--- src/rtl/uart_rx_word_loader_pkg.sv ---
// rtl/uart_rx_word_loader_pkg.sv - shared UART word loader state encodings, debug layout and lane helper
package uart_rx_word_loader_pkg;

  typedef enum logic [1:0] {
    S_COLLECT = 2'd0,
    S_PUSH    = 2'd1
  } loader_state_e;

  localparam int DBG_W         = 16;
  localparam int DBG_WORDS_LSB = 0;
  localparam int DBG_COUNT_LSB = 8;
  localparam int DBG_IDX_LSB   = 12;
  localparam int DBG_STATE_LSB = 14;

  // Little-endian puts byte idx in lane idx; big-endian mirrors the lane.
  function automatic logic [31:0] put_lane(input logic [31:0] w, input logic [1:0] idx,
                                           input logic [7:0] b, input logic big);
    logic [31:0] r;
    logic [1:0]  lane;
    r    = w;
    lane = big ? ~idx : idx;
    r[{lane, 3'b000} +: 8] = b;
    return r;
  endfunction

endpackage

--- src/rtl/uart_rx.sv ---
// rtl/uart_rx.sv - 8N1 UART receiver, mid-bit sampling, one-cycle rx_ready pulse with framing flag
module uart_rx #(
  parameter int CLK_PER_HALF_BIT = 217
) (
  input  logic       clk,
  input  logic       rstn,
  input  logic       rxd_i,
  output logic [7:0] rdata_o,
  output logic       rx_ready_o,
  output logic       ferr_o
);

  localparam int CW = $clog2(2 * CLK_PER_HALF_BIT);
  localparam logic [CW-1:0] HALF_LAST = CW'(CLK_PER_HALF_BIT - 1);
  localparam logic [CW-1:0] FULL_LAST = CW'(2 * CLK_PER_HALF_BIT - 1);

  typedef enum logic [2:0] {
    R_IDLE,
    R_START,
    R_DATA,
    R_STOP,
    R_WAIT_HIGH
  } rx_state_e;

  rx_state_e     state_q, state_d;
  logic [1:0]    sync_q;
  logic [CW-1:0] cnt_q, cnt_d;
  logic [2:0]    bit_q, bit_d;
  logic [7:0]    shift_q, shift_d;
  logic [7:0]    rdata_q, rdata_d;
  logic          ready_q, ready_d;
  logic          ferr_q, ferr_d;
  logic          rxd_s;

  assign rxd_s      = sync_q[1];
  assign rdata_o    = rdata_q;
  assign rx_ready_o = ready_q;
  assign ferr_o     = ferr_q;

  always_ff @(posedge clk or negedge rstn) begin
    if (!rstn) begin
      sync_q  <= 2'b11;
      state_q <= R_IDLE;
      cnt_q   <= '0;
      bit_q   <= '0;
      shift_q <= '0;
      rdata_q <= '0;
      ready_q <= 1'b0;
      ferr_q  <= 1'b0;
    end else begin
      sync_q  <= {sync_q[0], rxd_i};
      state_q <= state_d;
      cnt_q   <= cnt_d;
      bit_q   <= bit_d;
      shift_q <= shift_d;
      rdata_q <= rdata_d;
      ready_q <= ready_d;
      ferr_q  <= ferr_d;
    end
  end

  always_comb begin
    state_d = state_q;
    cnt_d   = cnt_q;
    bit_d   = bit_q;
    shift_d = shift_q;
    rdata_d = rdata_q;
    ready_d = 1'b0;
    ferr_d  = ferr_q;
    case (state_q)
      R_IDLE: begin
        cnt_d = '0;
        if (!rxd_s) state_d = R_START;
      end
      R_START: begin
        if (cnt_q == HALF_LAST) begin
          cnt_d   = '0;
          bit_d   = '0;
          state_d = rxd_s ? R_IDLE : R_DATA;
        end else begin
          cnt_d = cnt_q + 1'b1;
        end
      end
      R_DATA: begin
        if (cnt_q == FULL_LAST) begin
          cnt_d   = '0;
          shift_d = {rxd_s, shift_q[7:1]};
          bit_d   = bit_q + 1'b1;
          if (bit_q == 3'd7) state_d = R_STOP;
        end else begin
          cnt_d = cnt_q + 1'b1;
        end
      end
      R_STOP: begin
        if (cnt_q == FULL_LAST) begin
          cnt_d   = '0;
          ready_d = 1'b1;
          ferr_d  = !rxd_s;
          rdata_d = shift_q;
          // A low stop bit leaves the line low; wait for it to recover before hunting a start bit.
          state_d = rxd_s ? R_IDLE : R_WAIT_HIGH;
        end else begin
          cnt_d = cnt_q + 1'b1;
        end
      end
      R_WAIT_HIGH: begin
        if (rxd_s) state_d = R_IDLE;
      end
      default: state_d = R_IDLE;
    endcase
  end

endmodule

--- src/rtl/uart_word_fifo.sv ---
// rtl/uart_word_fifo.sv - synchronous show-ahead word FIFO; push at full is accepted only with a same-cycle pop
module uart_word_fifo #(
  parameter int AW = 3,
  parameter int DW = 32
) (
  input  logic          clk,
  input  logic          rstn,
  input  logic          push_i,
  input  logic [DW-1:0] wdata_i,
  input  logic          pop_i,
  output logic [DW-1:0] rdata_o,
  output logic          full_o,
  output logic          empty_o,
  output logic [AW:0]   count_o
);

  localparam int DEPTH = 1 << AW;

  logic [DW-1:0] mem_q [DEPTH];
  logic [AW-1:0] wr_ptr_q, rd_ptr_q;
  logic [AW:0]   count_q;
  logic          do_push, do_pop;

  assign empty_o = (count_q == '0);
  assign full_o  = (count_q == (AW+1)'(DEPTH));
  assign count_o = count_q;
  assign do_pop  = pop_i && !empty_o;
  assign do_push = push_i && (!full_o || do_pop);
  assign rdata_o = empty_o ? '0 : mem_q[rd_ptr_q];

  always_ff @(posedge clk or negedge rstn) begin
    if (!rstn) begin
      wr_ptr_q <= '0;
      rd_ptr_q <= '0;
      count_q  <= '0;
    end else begin
      if (do_push) wr_ptr_q <= wr_ptr_q + 1'b1;
      if (do_pop)  rd_ptr_q <= rd_ptr_q + 1'b1;
      if (do_push && !do_pop)      count_q <= count_q + 1'b1;
      else if (do_pop && !do_push) count_q <= count_q - 1'b1;
    end
  end

  always_ff @(posedge clk) begin
    if (do_push) mem_q[wr_ptr_q] <= wdata_i;
  end

endmodule

--- src/rtl/uart_rx_word_loader.sv ---
// rtl/uart_rx_word_loader.sv - packs UART bytes into 32-bit words and buffers them for the core
module uart_rx_word_loader
  import uart_rx_word_loader_pkg::*;
#(
  parameter int CLK_PER_HALF_BIT = 217,
  parameter int FIFO_AW          = 3,
  parameter int BIG_ENDIAN       = 0,
  parameter int TIMEOUT_CYC      = 65536
) (
  input  logic             clk,
  input  logic             rstn_uart,
  input  logic             rxd,
  output logic [31:0]      word_out,
  output logic             word_valid,
  input  logic             word_ready,
  output logic             frame_err,
  output logic             overflow,
  input  logic             clr_err,
  output logic [DBG_W-1:0] debug
);

  localparam int TW = $clog2(TIMEOUT_CYC + 1);
  localparam logic [TW-1:0] TO_LAST = TW'(TIMEOUT_CYC - 1);
  localparam logic BE = (BIG_ENDIAN != 0);

  loader_state_e state_q, state_d;
  logic [1:0]    byte_idx_q, byte_idx_d;
  logic [31:0]   word_q, word_d;
  logic [TW-1:0] timer_q, timer_d;
  logic [7:0]    words_q;
  logic          frame_err_q, overflow_q;

  logic [7:0]    rx_data;
  logic          rx_ready, rx_ferr;
  logic          push, push_ok, pop;
  logic          frame_set, ovf_set;
  logic          fifo_full, fifo_empty;
  logic [FIFO_AW:0] fifo_count;
  logic [3:0]    count4;

  uart_rx #(
    .CLK_PER_HALF_BIT(CLK_PER_HALF_BIT)
  ) u_rx (
    .clk       (clk),
    .rstn      (rstn_uart),
    .rxd_i     (rxd),
    .rdata_o   (rx_data),
    .rx_ready_o(rx_ready),
    .ferr_o    (rx_ferr)
  );

  uart_word_fifo #(
    .AW(FIFO_AW),
    .DW(32)
  ) u_fifo (
    .clk    (clk),
    .rstn   (rstn_uart),
    .push_i (push),
    .wdata_i(word_q),
    .pop_i  (pop),
    .rdata_o(word_out),
    .full_o (fifo_full),
    .empty_o(fifo_empty),
    .count_o(fifo_count)
  );

  assign word_valid = !fifo_empty;
  assign pop        = word_valid && word_ready;
  assign push_ok    = push && (!fifo_full || pop);
  assign frame_err  = frame_err_q;
  assign overflow   = overflow_q;
  assign count4     = 4'(fifo_count);

  always_ff @(posedge clk or negedge rstn_uart) begin
    if (!rstn_uart) begin
      state_q     <= S_COLLECT;
      byte_idx_q  <= '0;
      word_q      <= '0;
      timer_q     <= '0;
      words_q     <= '0;
      frame_err_q <= 1'b0;
      overflow_q  <= 1'b0;
    end else begin
      state_q     <= state_d;
      byte_idx_q  <= byte_idx_d;
      word_q      <= word_d;
      timer_q     <= timer_d;
      if (push_ok) words_q <= words_q + 8'd1;
      // A flag being set this cycle beats a simultaneous clear.
      frame_err_q <= frame_set | (frame_err_q & ~clr_err);
      overflow_q  <= ovf_set | (overflow_q & ~clr_err);
    end
  end

  always_comb begin
    state_d    = state_q;
    byte_idx_d = byte_idx_q;
    word_d     = word_q;
    timer_d    = timer_q;
    push       = 1'b0;
    frame_set  = 1'b0;
    ovf_set    = 1'b0;

    if (rx_ready) begin
      timer_d = '0;
      if (rx_ferr) begin
        byte_idx_d = '0;
        frame_set  = 1'b1;
      end else begin
        word_d     = put_lane(word_q, byte_idx_q, rx_data, BE);
        byte_idx_d = byte_idx_q + 2'd1;
        if (byte_idx_q == 2'd3) state_d = S_PUSH;
      end
    end else if (byte_idx_q != 2'd0) begin
      // A stalled partial word is silently abandoned so the next byte starts a fresh word.
      if (timer_q == TO_LAST) begin
        timer_d    = '0;
        byte_idx_d = '0;
      end else begin
        timer_d = timer_q + 1'b1;
      end
    end else begin
      timer_d = '0;
    end

    if (state_q == S_PUSH) begin
      state_d = S_COLLECT;
      push    = 1'b1;
      if (fifo_full && !pop) ovf_set = 1'b1;
    end
  end

  always_comb begin
    debug = '0;
    debug[DBG_STATE_LSB +: 2] = state_q;
    debug[DBG_IDX_LSB   +: 2] = byte_idx_q;
    debug[DBG_COUNT_LSB +: 4] = count4;
    debug[DBG_WORDS_LSB +: 8] = words_q;
  end

endmodule
--- config.mk ---
export PLATFORM = sky130hd
export DESIGN_NAME = uart_rx_word_loader
export DESIGN_NICKNAME = d
export VERILOG_FILES = /design/src/rtl/uart_rx_word_loader_pkg.sv /design/src/rtl/uart_rx.sv /design/src/rtl/uart_word_fifo.sv /design/src/rtl/uart_rx_word_loader.sv
export SDC_FILE = /design/constraint.sdc
export NUM_CORES = 1
export LEC_CHECK = 0
export BUFFER_PORTS_ARGS = -buffer_cell sky130_fd_sc_hd__buf_2
export CORE_UTILIZATION = 50
export DETAILED_ROUTE_END_ITERATION = 8
export GPL_ROUTABILITY_DRIVEN = 0
export PLACE_DENSITY = 0.77
export SLEW_MARGIN = 25
export SYNTH_ARGS = -nofsm -noshare
export SYNTH_HDL_FRONTEND = slang
export SYNTH_SLANG_ARGS = --single-unit
--- constraint.sdc ---
create_clock -name clk -period 5.4 [get_ports clk]
set_input_delay 0.27 -clock clk [delete_from_list [all_inputs] [get_ports clk]]
set_output_delay 0.27 -clock clk [all_outputs]
set_load 0.01 [all_outputs]
==> reports/summary.txt, run 1 <==
Status - completed
Post-cts resize count - 0
Pre-CTS setup slack - 1.712 ns
Register area - 0.01037 mm²
First-pass GRT wire length - 43.81 mm
Max-slew violations - 0
Fraction of layout cells with a size suffix above 1 - 0.2568
Nets@finish - 919
Largest net degree at the start of global routing - 72
Root buf cell - clkbuf_16
Synth Instances - 818
Tcrit/Tclk final - 0.6793
Leakage - 6.585 nW
Hold_buf cts - 2
CTS Buf Count - 37
Overflow after GRT - 0
CTS tree - yes
Syn Area/Cell - 17.74 µm²
Core Region - 0.02863 mm²
Rows - 62
Die height - 172.4 µm
Yosys top cell by area - edfxtp_1
Post-synth EDFFs - 256
Startpoint class of the critical path - flop
Warnings, synthesis - 0
Max IR drop VDD - 0.0002022 V
Minimum clock period - 3.668 ns
Flops & latches, synth - 363
1st-iter DRT viols - 635
Clock-pin slew on the worst setup and hold paths - 0.06 ns
Synth cell types - 57
Number of fill cells in the layout - 2,120
Initial core utilization - 0.5069
Post-Route Skew - 0.02068 ns
Achievable Freq - 272.6 MHz
Worst path arrival time - 4.10 ns
Via density - 5.733
Mapped cell area - 0.01451 mm²
Tot GR Track Use - 0.1997
PD cells - 334.2 mW/mm²
CTS H-tree lvls - 2
Setup CP Type - reg2reg
CTS max path bufs - 3
Area of the multi-input gates - 0.003975 mm²
Vias in the first global route - 7,706
Final hold vios - 0
Area share of the largest cell type after synthesis - 0.5297
Maxcap violations - 0
Initial antenna violation count - 0
CP max FO - 11
Port Buffers - 54
Routed via count - 7,493
Max-slew headroom - 0.3255
Final setup violation count - 0
Synthesized Nets - 842
Die area - 0.02971 mm²
Detailed Route WL - 28.60 mm
IO Count - 56
Final TNS setup - 0 ns
DIE WIDTH - 172.4 µm
Final worst slack - 1.732 ns
Area contributors post-synth - edfxtp_1 (53%), dfrtp_1 (18%), mux4_2 (9.9%)
CP endpoint kind - flop
Post-synthesis sequential area ratio - 0.7144
Clock sinks - 363
Routed wire per std cell - 21.89 µm
Worst Max-Slew Pin Slew - 1.012 ns
Required @ worst endpoint - 5.83 ns
Synth cell count leaders - edfxtp_1 (256), dfrtp_1 (105), nor2_1 (65)
Ys flop type - edfxtp_1
RSZ-0062 raised after global routing - false
Number of remaining DRC errors - 0
Count leader, synth - edfxtp_1
Clk_lat worst skew - 0.53 ns
Post-CTS setup buffers - 0
First-pass detailed-route iteration total - 5
Post-Layout Inst Area - 0.01653 mm²
Final HPWL DP - 15.65 mm
Area delta synth->final - 13.89%
Routed Antenna Nets - 0
Ys async rst share - 0.2948
Post-DP Area - 0.01526 mm²
ANT cells - 0
Hold Path Class - in2reg
critical path, stage by stage, from the launching register on:
cell and delay [ns]:
dfrtp_1 0.42, or3_1 0.44, o21ai_1 0.78, clkinv_1 0.48, ha_1 0.34, inv_1 0.13
ha_1 0.26, a21o_1 0.19, a21oi_1 0.18, mux2i_1 0.23, xnor2_1 0.13
per-stage QoR:
stage / power (mW) / utilization / cells / hold WS, ns
after floorplan: 3.014 / - / 818 / -0.02559
after global placement: 3.032 / 0.5332 / 1237 / 0.3462
after detailed placement: 3.033 / 0.5332 / 1237 / 0.3488
after CTS: 5.563 / 0.5763 / 1306 / 0.01794
after global routing: 5.656 / 0.5774 / 1307 / 0.02424
final: 5.524 / 0.5774 / 1307 / 0.03603
worst paths after layout:
path	startpoint	slack, ns	cells after the start	end
worst max-delay path	u_fifo.count_o[1]$_DFFE_PN0P_	1.73	10	u_fifo.count_o[3]$_DFFE_PN0P_
worst min-delay path	clr_err	0.04	2	frame_err$_DFF_PN0_
worst max register to register	u_fifo.count_o[1]$_DFFE_PN0P_	1.73	10	u_fifo.count_o[3]$_DFFE_PN0P_
worst min register to register	u_rx.sync_q[0]$_DFF_PN1_	0.36	0	u_rx.sync_q[1]$_DFF_PN1_
max in group asynchronous	rstn_uart	4.05	3	u_fifo.rd_ptr_q[0]$_DFFE_PN0P_
min in group asynchronous	rstn_uart	0.34	2	timer_q[9]$_DFF_PN0_
registers in the layout, indices dropped and copies added, names as in the netlist, 4 cells and up:
| name | cells |
|---|---|
| timer_q | 17 |
| u_rx.rdata_o | 8 |
| u_fifo.count_o | 4 |
| word_q | 32 |
| words_q | 8 |
| u_fifo.mem_q | 256 |
| u_rx.cnt_q | 9 |
| u_rx.shift_q | 8 |
report_power, final:
part,internal [mW],total [mW],switching [mW]
Combinational,0.00314,0.0207,0.0175
Clock,1.52,2.55,1.03
Sequential,2.95,2.96,0.000707
layer usage:
layer	GRT usage	wire [µm]
met4	0.06541	668
met2	0.3308	14140
met5	0	0
met1	0.2692	12230
met3	0.03525	1572
final cells by class:
type                    instances  share of cell area
clock inverters                18             0.01211
multi-input cells             406              0.2405
well taps                     384             0.02907
repair buffers                 70             0.02551
flip-flops and latches        363              0.6277
inverters                      17            0.003861
clock buffers                  49             0.06125
placed cells by master, fill, tap and decap left out, types with 3 or more instances in the layout:
cell type	synthesis	layout
a21oi_1	6	6
a22o_1	33	33
and4b_1	3	3
buf_2	11	53
buf_4	4	13
bufinv_16	0	4
clkbuf_1	12	9
clkbuf_16	0	38
clkinv_1	1	5
clkinv_2	0	6
dfrtp_1	105	102
edfxtp_1	256	256
ha_1	18	18
inv_1	16	16
inv_6	0	3
mux2_2	19	19
mux2i_1	35	35
mux4_2	64	64
nand2_1	37	37
nand2_2	3	3
nand2b_1	5	5
nand3_1	12	12
nand4_1	7	7
nor2_1	65	61
nor2_4	0	3
nor3_1	10	6
nor3_2	0	4
nor4_1	5	4
nor4b_2	3	3
o21ai_0	12	12
o31ai_1	6	6
xnor2_1	20	20
xor2_1	9	9
cell families after synthesis:
group / Yosys count / synth area share
DFF: 363 / 0.7144
and+or+nand+nor: 168 / 0.05949
muxes: 118 / 0.1382
AOI/OAI and AO/OA: 71 / 0.03802
buffers and inverters: 49 / 0.01517
xor gates and xnor gates: 29 / 0.01750
adders and majority gates: 19 / 0.01690
other: 1 / 0.0002584
Power figures use the tool's default switching activity.
==> inputs of run 2 (changes only) <==
- ABC_AREA: not set -> 1
- PLACE_DENSITY: 0.77 -> 0.79
- clock period: 5.4 -> 3.3 ns (I/O delays scaled with it)
==> run 2 against run 1 <==
Net effect: critical path depth down 3; utilization decreased by 0.37 points; register-to-register slack lost 0.86 ns; sequential power grew 72%; setup slack worse by 1.3 ns; non-clock buffer count rose by 9; power is 130% higher; critical path type is now reg2out; largest power group unchanged; clock power rose by 58%; routed wire length increased by 16%.
==> reports/summary.txt, run 2 <==
Biggest register - u_fifo.mem_q (unchanged)
First-pass GRT wire length - 53.66 mm (was 43.81 mm)
DIE WIDTH - 176.1 µm (was 172.4 µm)
Crit path capture - word_out[15] (was u_fifo.count_o[3]$_DFFE_PN0P_)
Core Region - 0.02972 mm² (was 0.02863 mm²)
Yosys top cell by area - edfxtp_1 (unchanged)
Reg2reg start - byte_idx_q[0]$_DFFE_PN0P_ (was u_fifo.count_o[1]$_DFFE_PN0P_)
Number of remaining DRC errors - 0 (unchanged)
Initial core utilization - 0.5100 (was 0.5069)
Vias in the first global route - 10,160 (was 7,706)
Synth cell types - 40 (was 57)
Minimum clock period - 2.893 ns
Achievable Freq - 345.7 MHz
CTS Buf Count - 38 (was 37)
Required @ worst endpoint - 3.13 ns (was 5.83 ns)
Tcrit/Tclk final - 0.8765
Post-synthesis sequential area ratio - 0.6841 (was 0.7144)
Setup CP Type - reg2out (was reg2reg)
Synthesized Nets - 1,380 (was 842)
ANT cells - 0 (unchanged)
CP max-delay cell - dfrtp_4 (was o21ai_1)
Leakage - 7.260 nW (was 6.585 nW)
Nets@finish - 1,435 (was 919)
Post-synth EDFFs - 256 (unchanged)
Routed Antenna Nets - 0 (unchanged)
Number of fill cells in the layout - 2,320 (was 2,120)
Syn Area/Cell - 11.18 µm² (was 17.74 µm²)
Area of the multi-input gates - 0.004248 mm² (was 0.003975 mm²)
Die height - 176.1 µm (was 172.4 µm)
CTS max path bufs - 3 (unchanged)
Startpoint class of the critical path - flop (unchanged)
Overflow after GRT - 0 (unchanged)
Worst Max-Slew Pin Slew - 0.9189 ns (was 1.012 ns)
Clk_lat worst skew - 0.52 ns (was 0.53 ns)
DR top layer - met4 (unchanged)
Final hold vios - 0 (unchanged)
Synth cell count leaders - nor2_1 (275), edfxtp_1 (256), nand2_1 (182) (was edfxtp_1 (256), dfrtp_1 (105), nor2_1 (65))
Root buf cell - clkbuf_16 (unchanged)
Largest net degree at the start of global routing - 59 (was 72)
CP endpoint kind - output pin (was flop)
Slowest stage delay, CP - 0.59 ns (was 0.78 ns)
Worst reg2reg path depth - 6 (was 10)
Hold Path Class - in2reg (unchanged)
Tot GR Track Use - 0.2203 (was 0.1997)
M1 wire length - 13.58 mm (was 12.23 mm)
Met3 wire length - 2.177 mm (was 1.572 mm)
Most common cell after layout, fill and taps aside - nor2_1 (was edfxtp_1)
Worst path cell trace - clkinv_2 -> buf_12 -> o21ai_0 -> o211ai_1 -> nand2_1 -> nor2_1 -> buf_2 (was or3_1 -> o21ai_1 -> clkinv_1 -> ha_1 -> inv_1 -> ha_1 -> a21o_1 -> a21oi_1 -> mux2i_1 -> xnor2_1)
Routed via count - 10,290 (was 7,493)
Maxcap violations - 0 (unchanged)
Area delta synth->final - 12.48% (was 13.89%)
Register area - 0.01037 mm² (unchanged)
Final TNS setup - 0 ns (unchanged)
Mapped cell area - 0.01516 mm² (was 0.01451 mm²)
Slack of the worst reg-to-reg path - 0.87 ns (was 1.73 ns)
PD cells - 738.2 mW/mm² (was 334.2 mW/mm²)
Max IR drop VDD - 0.0003865 V (was 0.0002022 V)
Port Buffers - 54 (unchanged)
CTS tree - yes (unchanged)
Post-Route Skew - 0.01264 ns (was 0.02068 ns)
Via density - 5.621 (was 5.733)
Final Util - 0.5737 (was 0.5774)
Final setup violation count - 0 (unchanged)
Die area - 0.03101 mm² (was 0.02971 mm²)
Design Power - 12.58 mW (was 5.524 mW)
RSZ-0062 raised after global routing - false (unchanged)
Ys flop type - edfxtp_1 (unchanged)
Final HPWL DP - 18.82 mm (was 15.65 mm)
Count leader, synth - nor2_1 (was edfxtp_1)
Clock sinks - 363 (unchanged)
Routed wire per std cell - 18.17 µm (was 21.89 µm)
Area contributors post-synth - edfxtp_1 (51%), dfrtp_1 (17%), nor2_1 (6.8%) (was edfxtp_1 (53%), dfrtp_1 (18%), mux4_2 (9.9%))
Area share of the largest cell type after synthesis - 0.5072 (was 0.5297)
Status - completed (unchanged)
Max FFs per register - 256 (unchanged)
Top flop regs - u_fifo.mem_q: 256 flops, word_q: 32 flops, timer_q: 17 flops (unchanged)
CP max FO - 58 (was 11)
Detailed Route WL - 33.25 mm (was 28.60 mm)
Post-CTS setup buffers - 0 (unchanged)
Worst path arrival time - 2.73 ns (was 4.10 ns)
Flops & latches, synth - 363 (unchanged)
Max-slew violations - 0 (unchanged)
Fraction of layout cells with a size suffix above 1 - 0.1146 (was 0.2568)
Highest-count cells in the layout ignoring fill and taps - nor2_1 (267), edfxtp_1 (256), nand2_1 (182) (was edfxtp_1 (256), dfrtp_1 (102), mux4_2 (64))
Initial antenna violation count - 0 (unchanged)
CTS H-tree lvls - 2 (unchanged)
Max-slew headroom - 0.3874 (was 0.3255)
Ys async rst share - 0.2948 (unchanged)
1st-iter DRT viols - 1,017 (was 635)
Met2 WL - 16.53 mm (was 14.14 mm)
First-pass detailed-route iteration total - 5 (unchanged)
Synth Instances - 1,356 (was 818)
Reg2reg end - word_q[20]$_DFFE_PN0P_ (was u_fifo.count_o[3]$_DFFE_PN0P_)
Critical path origin - u_fifo.rd_ptr_q[0]$_DFFE_PN0P_ (was u_fifo.count_o[1]$_DFFE_PN0P_)
Rows - 63 (was 62)
Clock-pin slew on the worst setup and hold paths - 0.06 ns (about the same)
Warnings, synthesis - 0 (unchanged)
IO Count - 56 (unchanged)
[run 2: routing by layer]
layer | vias up | global-route usage
met4 | 0 | 0.07572
met3 | 71 | 0.03015
li1 | 4805 | -
met2 | 384 | 0.3798
met5 | - | 0
met1 | 5027 | 0.2862
[run 2: final cells by class]
cell class | instances | share of cell area
multi-input cells | 856 | 0.2492
repair buffers | 79 | 0.02906
clock buffers | 55 | 0.06312
clock inverters | 14 | 0.005358
inverters | 73 | 0.01615
well taps | 390 | 0.02862
flip-flops and latches | 363 | 0.6085
[run 2: cells by family after synthesis]
logic type,count (synthesis),share of synthesized area
flip-flops,363,0.6841
adder cells (fa/ha/maj),19,0.01618
XOR/XNOR,23,0.01329
AO/OA/AOI/OAI,276,0.09965
AND/OR/NAND/NOR,536,0.1463
buffers and inverters,137,0.03963
other,1,0.0002474
multiplexers,1,0.0006605
[run 2: per-stage QoR]
stage | setup WS, ns | instances | hold slack [ns] | area, µm²
2_1_floorplan | 0.4241 | 1356 | -0.1306 | 15160
3_3_place_gp | 1.045 | 1757 | 0.2655 | 15840
3_5_place_dp | 0.9822 | 1757 | 0.2716 | 15840
4_1_cts | 0.4020 | 1830 | 0.01697 | 17050
5_1_grt | 0.2453 | 1830 | 0.03541 | 17050
6_report | 0.4075 | 1830 | 0.02316 | 17050
[run 2: worst min-delay path by stage]
stage | endpoint | start | slack (ns) | cells past startpoint
after global placement | u_rx.cnt_q[7]$_DFFE_PN0P_ | rstn_uart | 0.27 | 1
after CTS | u_fifo.rd_ptr_q[0]$_DFFE_PN0P_ | word_ready | 0.02 | 3
after global routing | u_fifo.rd_ptr_q[0]$_DFFE_PN0P_ | word_ready | 0.04 | 3
after floorplan | byte_idx_q[0]$_DFFE_PN0P_ | rstn_uart | -0.13 | 0
after detailed placement | u_rx.sync_q[0]$_DFF_PN1_ | rxd | 0.27 | 1
final | u_fifo.rd_ptr_q[0]$_DFFE_PN0P_ | word_ready | 0.02 | 3
[run 2: power by group]
part	switching [mW]	internal, mW
clock network	1.69	2.34
logic	2.20	1.25
registers	0.220	4.88
[run 2: timing repair]
action                                 4_1_cts  5_1_grt
gates resized for setup                      0        0
endpoints found under the hold margin       57        0
hold buffers                                 4        0
[run 2: critical path, delay by kind of cell (launching register included)]
| kind | cells | cell delay [ns] |
|---|---|---|
| AOI/OAI and AO/OA | 2 | 0.46 |
| buffers and inverters | 3 | 0.99 |
| DFF | 1 | 0.59 |
| and+or+nand+nor | 2 | 0.16 |
==> inputs of run 3 (changes only) <==
- clock period: 3.3 -> 2.6 ns (I/O delays scaled with it)
==> run 3 against run 2 <==
Net effect: die area unchanged; routed wire length up 1.9%; non-clock buffer count up 1; critical path depth unchanged; register-to-register slack worse by 0.52 ns; count of clock-buffer cells in the layout up 1; setup slack worse by 0.25 ns; critical endpoint is now word_out[14]; via count up 0.38%; flip-flop and latch count unchanged; sequential share of layout area down 0.32 points.
==> reports/summary.txt, run 3 (synthesized netlist as in run 2, its figures left out) <==
Clock sinks - 363 (unchanged)
Fraction of layout cells with a size suffix above 1 - 0.1148 (was 0.1146)
Switch share - 0.3313 (was 0.3267)
Leakage - 7.274 nW (was 7.260 nW)
Post-Layout Inst Area - 0.01714 mm² (was 0.01705 mm²)
Status - completed (unchanged)
CTS Buf Count - 37 (was 38)
Most common cell after layout, fill and taps aside - nor2_1 (unchanged)
CP endpoint kind - output pin (unchanged)
Max-slew violations - 0 (unchanged)
Max IR drop VDD - 0.0008096 V (was 0.0003865 V)
DIE WIDTH - 176.1 µm (unchanged)
Final Util - 0.5766 (was 0.5737)
Sw power - 5.255 mW (was 4.111 mW)
Top flop regs - u_fifo.mem_q: 256 flops, word_q: 32 flops, timer_q: 17 flops (unchanged)
Largest net degree at the start of global routing - 130 (was 59)
Minimum clock period - 2.444 ns
Final setup violation count - 0 (unchanged)
Biggest register - u_fifo.mem_q (unchanged)
Startpoint class of the critical path - flop (unchanged)
Post-CTS setup buffers - 0 (unchanged)
Tot GR Track Use - 0.2234 (was 0.2203)
Core Region - 0.02972 mm² (unchanged)
Highest-count cells in the layout ignoring fill and taps - nor2_1 (266), edfxtp_1 (256), nand2_1 (182) (was nor2_1 (267), edfxtp_1 (256), nand2_1 (182))
Clock power share - 0.307 (was 0.320)
Final HPWL DP - 19.11 mm (was 18.82 mm)
CP max FO - 33 (was 58)
ANT cells - 0 (unchanged)
Achievable Freq - 409.1 MHz
Post-DP Area - 0.01599 mm² (was 0.01584 mm²)
1st-iter DRT viols - 1,175 (was 1,017)
Die area - 0.03101 mm² (unchanged)
Final TNS setup - 0 ns (unchanged)
Slack of the worst reg-to-reg path - 0.35 ns (was 0.87 ns)
RSZ-0062 raised after global routing - false (unchanged)
Port Buffers - 54 (unchanged)
Worst reg2reg path depth - 15 (was 6)
Routed via count - 10,330 (was 10,290)
Met3 wire length - 2.319 mm (was 2.177 mm)
DR top layer - met4 (unchanged)
Hold Path Class - in2reg (unchanged)
Initial antenna violation count - 0 (unchanged)
Area delta synth->final - 13.07% (was 12.48%)
Routed Antenna Nets - 0 (unchanged)
IO Count - 56 (unchanged)
Final hold vios - 0 (unchanged)
Max-slew headroom - 0.4660 (was 0.3874)
Area of the multi-input gates - 0.004255 mm² (was 0.004248 mm²)
Reg2reg end - u_fifo.count_o[3]$_DFFE_PN0P_ (was word_q[20]$_DFFE_PN0P_)
Min-Delay Startpoint - word_ready (unchanged)
Combinational share of power - 0.288 (was 0.274)
Tcrit/Tclk final - 0.9401
Required @ worst endpoint - 2.47 ns (was 3.13 ns)
Number of remaining DRC errors - 0 (unchanged)
Detailed Route WL - 33.88 mm (was 33.25 mm)
Die height - 176.1 µm (unchanged)
Rows - 63 (unchanged)
Hold path endpoint - u_fifo.rd_ptr_q[0]$_DFFE_PN0P_ (unchanged)
CTS H-tree lvls - 2 (unchanged)
Via density - 5.652 (was 5.621)
Hold Slack - 0.04886 ns (was 0.02316 ns)
Int Pwr - 10.61 mW (was 8.473 mW)
Routed wire per std cell - 18.54 µm (was 18.17 µm)
Worst path arrival time - 2.31 ns (was 2.73 ns)
Nets@finish - 1,435 (unchanged)
Root buf cell - clkbuf_16 (unchanged)
Maxcap violations - 0 (unchanged)
Share of power burned in registers - 0.404 (was 0.406)
Reg2reg start - u_fifo.count_o[1]$_DFFE_PN0P_ (was byte_idx_q[0]$_DFFE_PN0P_)
PD cells - 925.7 mW/mm² (was 738.2 mW/mm²)
Worst Max-Slew Pin Slew - 0.8011 ns (was 0.9189 ns)
CTS max path bufs - 3 (unchanged)
Met2 WL - 16.77 mm (was 16.53 mm)
First-pass detailed-route iteration total - 5 (unchanged)
Vias in the first global route - 10,240 (was 10,160)
Post-Route Skew - 0.02133 ns (was 0.01264 ns)
Register area - 0.01037 mm² (unchanged)
Clk_lat worst skew - 0.52 ns (about the same)
Number of fill cells in the layout - 2,301 (was 2,320)
Overflow after GRT - 0 (unchanged)
Clock-pin slew on the worst setup and hold paths - 0.06 ns (about the same)
CTS tree - yes (unchanged)
Setup CP Type - reg2out (unchanged)
Hold Path Stages - 3 (unchanged)
Initial core utilization - 0.5100 (unchanged)
M1 wire length - 13.98 mm (was 13.58 mm)
Max FFs per register - 256 (unchanged)
First-pass GRT wire length - 54.44 mm (was 53.66 mm)
## run 3: changes by cell type in the layout (fill, tap and decap cells not counted), sizes merged
cell,change
clkinv,-7
bufinv,-1
buf,+1
inv,+4
clkbuf,+1
clkinvlp,-1
## run 3: repair_timing
action	4_1_cts	5_1_grt
resized for setup	0	6
endpoints found under the setup margin	0	4
hold endpoints to repair	50	0
hold buffers	4	0
## run 3: area by class of cell
class | instances | share of cell area
sequential | 363 | 0.6054
timing repair buffer | 80 | 0.03804
multi-input combinational | 856 | 0.2483
tap | 390 | 0.02848
clock inverter | 9 | 0.003140
clock buffer | 56 | 0.06053
inverter | 73 | 0.01614
## run 3: power by group through the flow
stage	registers (mW)	clock network [mW]	logic, mW
floorplan	6.39	0	3.23
global placement	6.51	0	4.41
detailed placement	6.52	0	4.55
CTS	6.40	4.94	4.59
global route	6.42	5.17	5.17
finish	6.41	4.88	4.58
## run 3: through the flow
stage | setup WS (ns) | power, mW | std cells
global route | 0.02527 | 16.76 | 1827
detailed placement | 0.2463 | 11.07 | 1758
floorplan | -0.2759 | 9.610 | 1356
global placement | 0.3271 | 10.92 | 1758
finish | 0.1557 | 15.86 | 1827
CTS | 0.08872 | 15.93 | 1827
## run 3: layer usage
metal / vias to the layer above / GRT usage
met1: 5062 / 0.2938
met2: 385 / 0.3781
met3: 63 / 0.03941
met5: - / 0
li1: 4816 / -
met4: 0 / 0.06920
## run 3: how the worst max path moves through the flow
stage / end / start / slack (ns) / cells past startpoint
after floorplan: u_fifo.mem_q[0][0]$_DFFE_PP_ / u_fifo.count_o[0]$_DFFE_PN0P_ / -0.28 / 5
after global placement: u_fifo.count_o[3]$_DFFE_PN0P_ / u_fifo.count_o[0]$_DFFE_PN0P_ / 0.33 / 15
after detailed placement: u_fifo.count_o[3]$_DFFE_PN0P_ / u_fifo.count_o[1]$_DFFE_PN0P_ / 0.25 / 15
after CTS: word_out[15] / u_fifo.rd_ptr_q[0]$_DFFE_PN0P_ / 0.09 / 7
after global routing: word_out[14] / u_fifo.rd_ptr_q[1]$_DFFE_PN0P_ / 0.03 / 7
final: word_out[14] / u_fifo.rd_ptr_q[1]$_DFFE_PN0P_ / 0.16 / 7
## run 3: critical path, cell delays in order, from the launching register on
cell and delay, ns:
dfrtp_2 0.55, inv_1 0.09, buf_4 0.36, o21ai_0 0.17, o22ai_1 0.15, nor2_1 0.06
nor2_1 0.22, buf_2 0.17
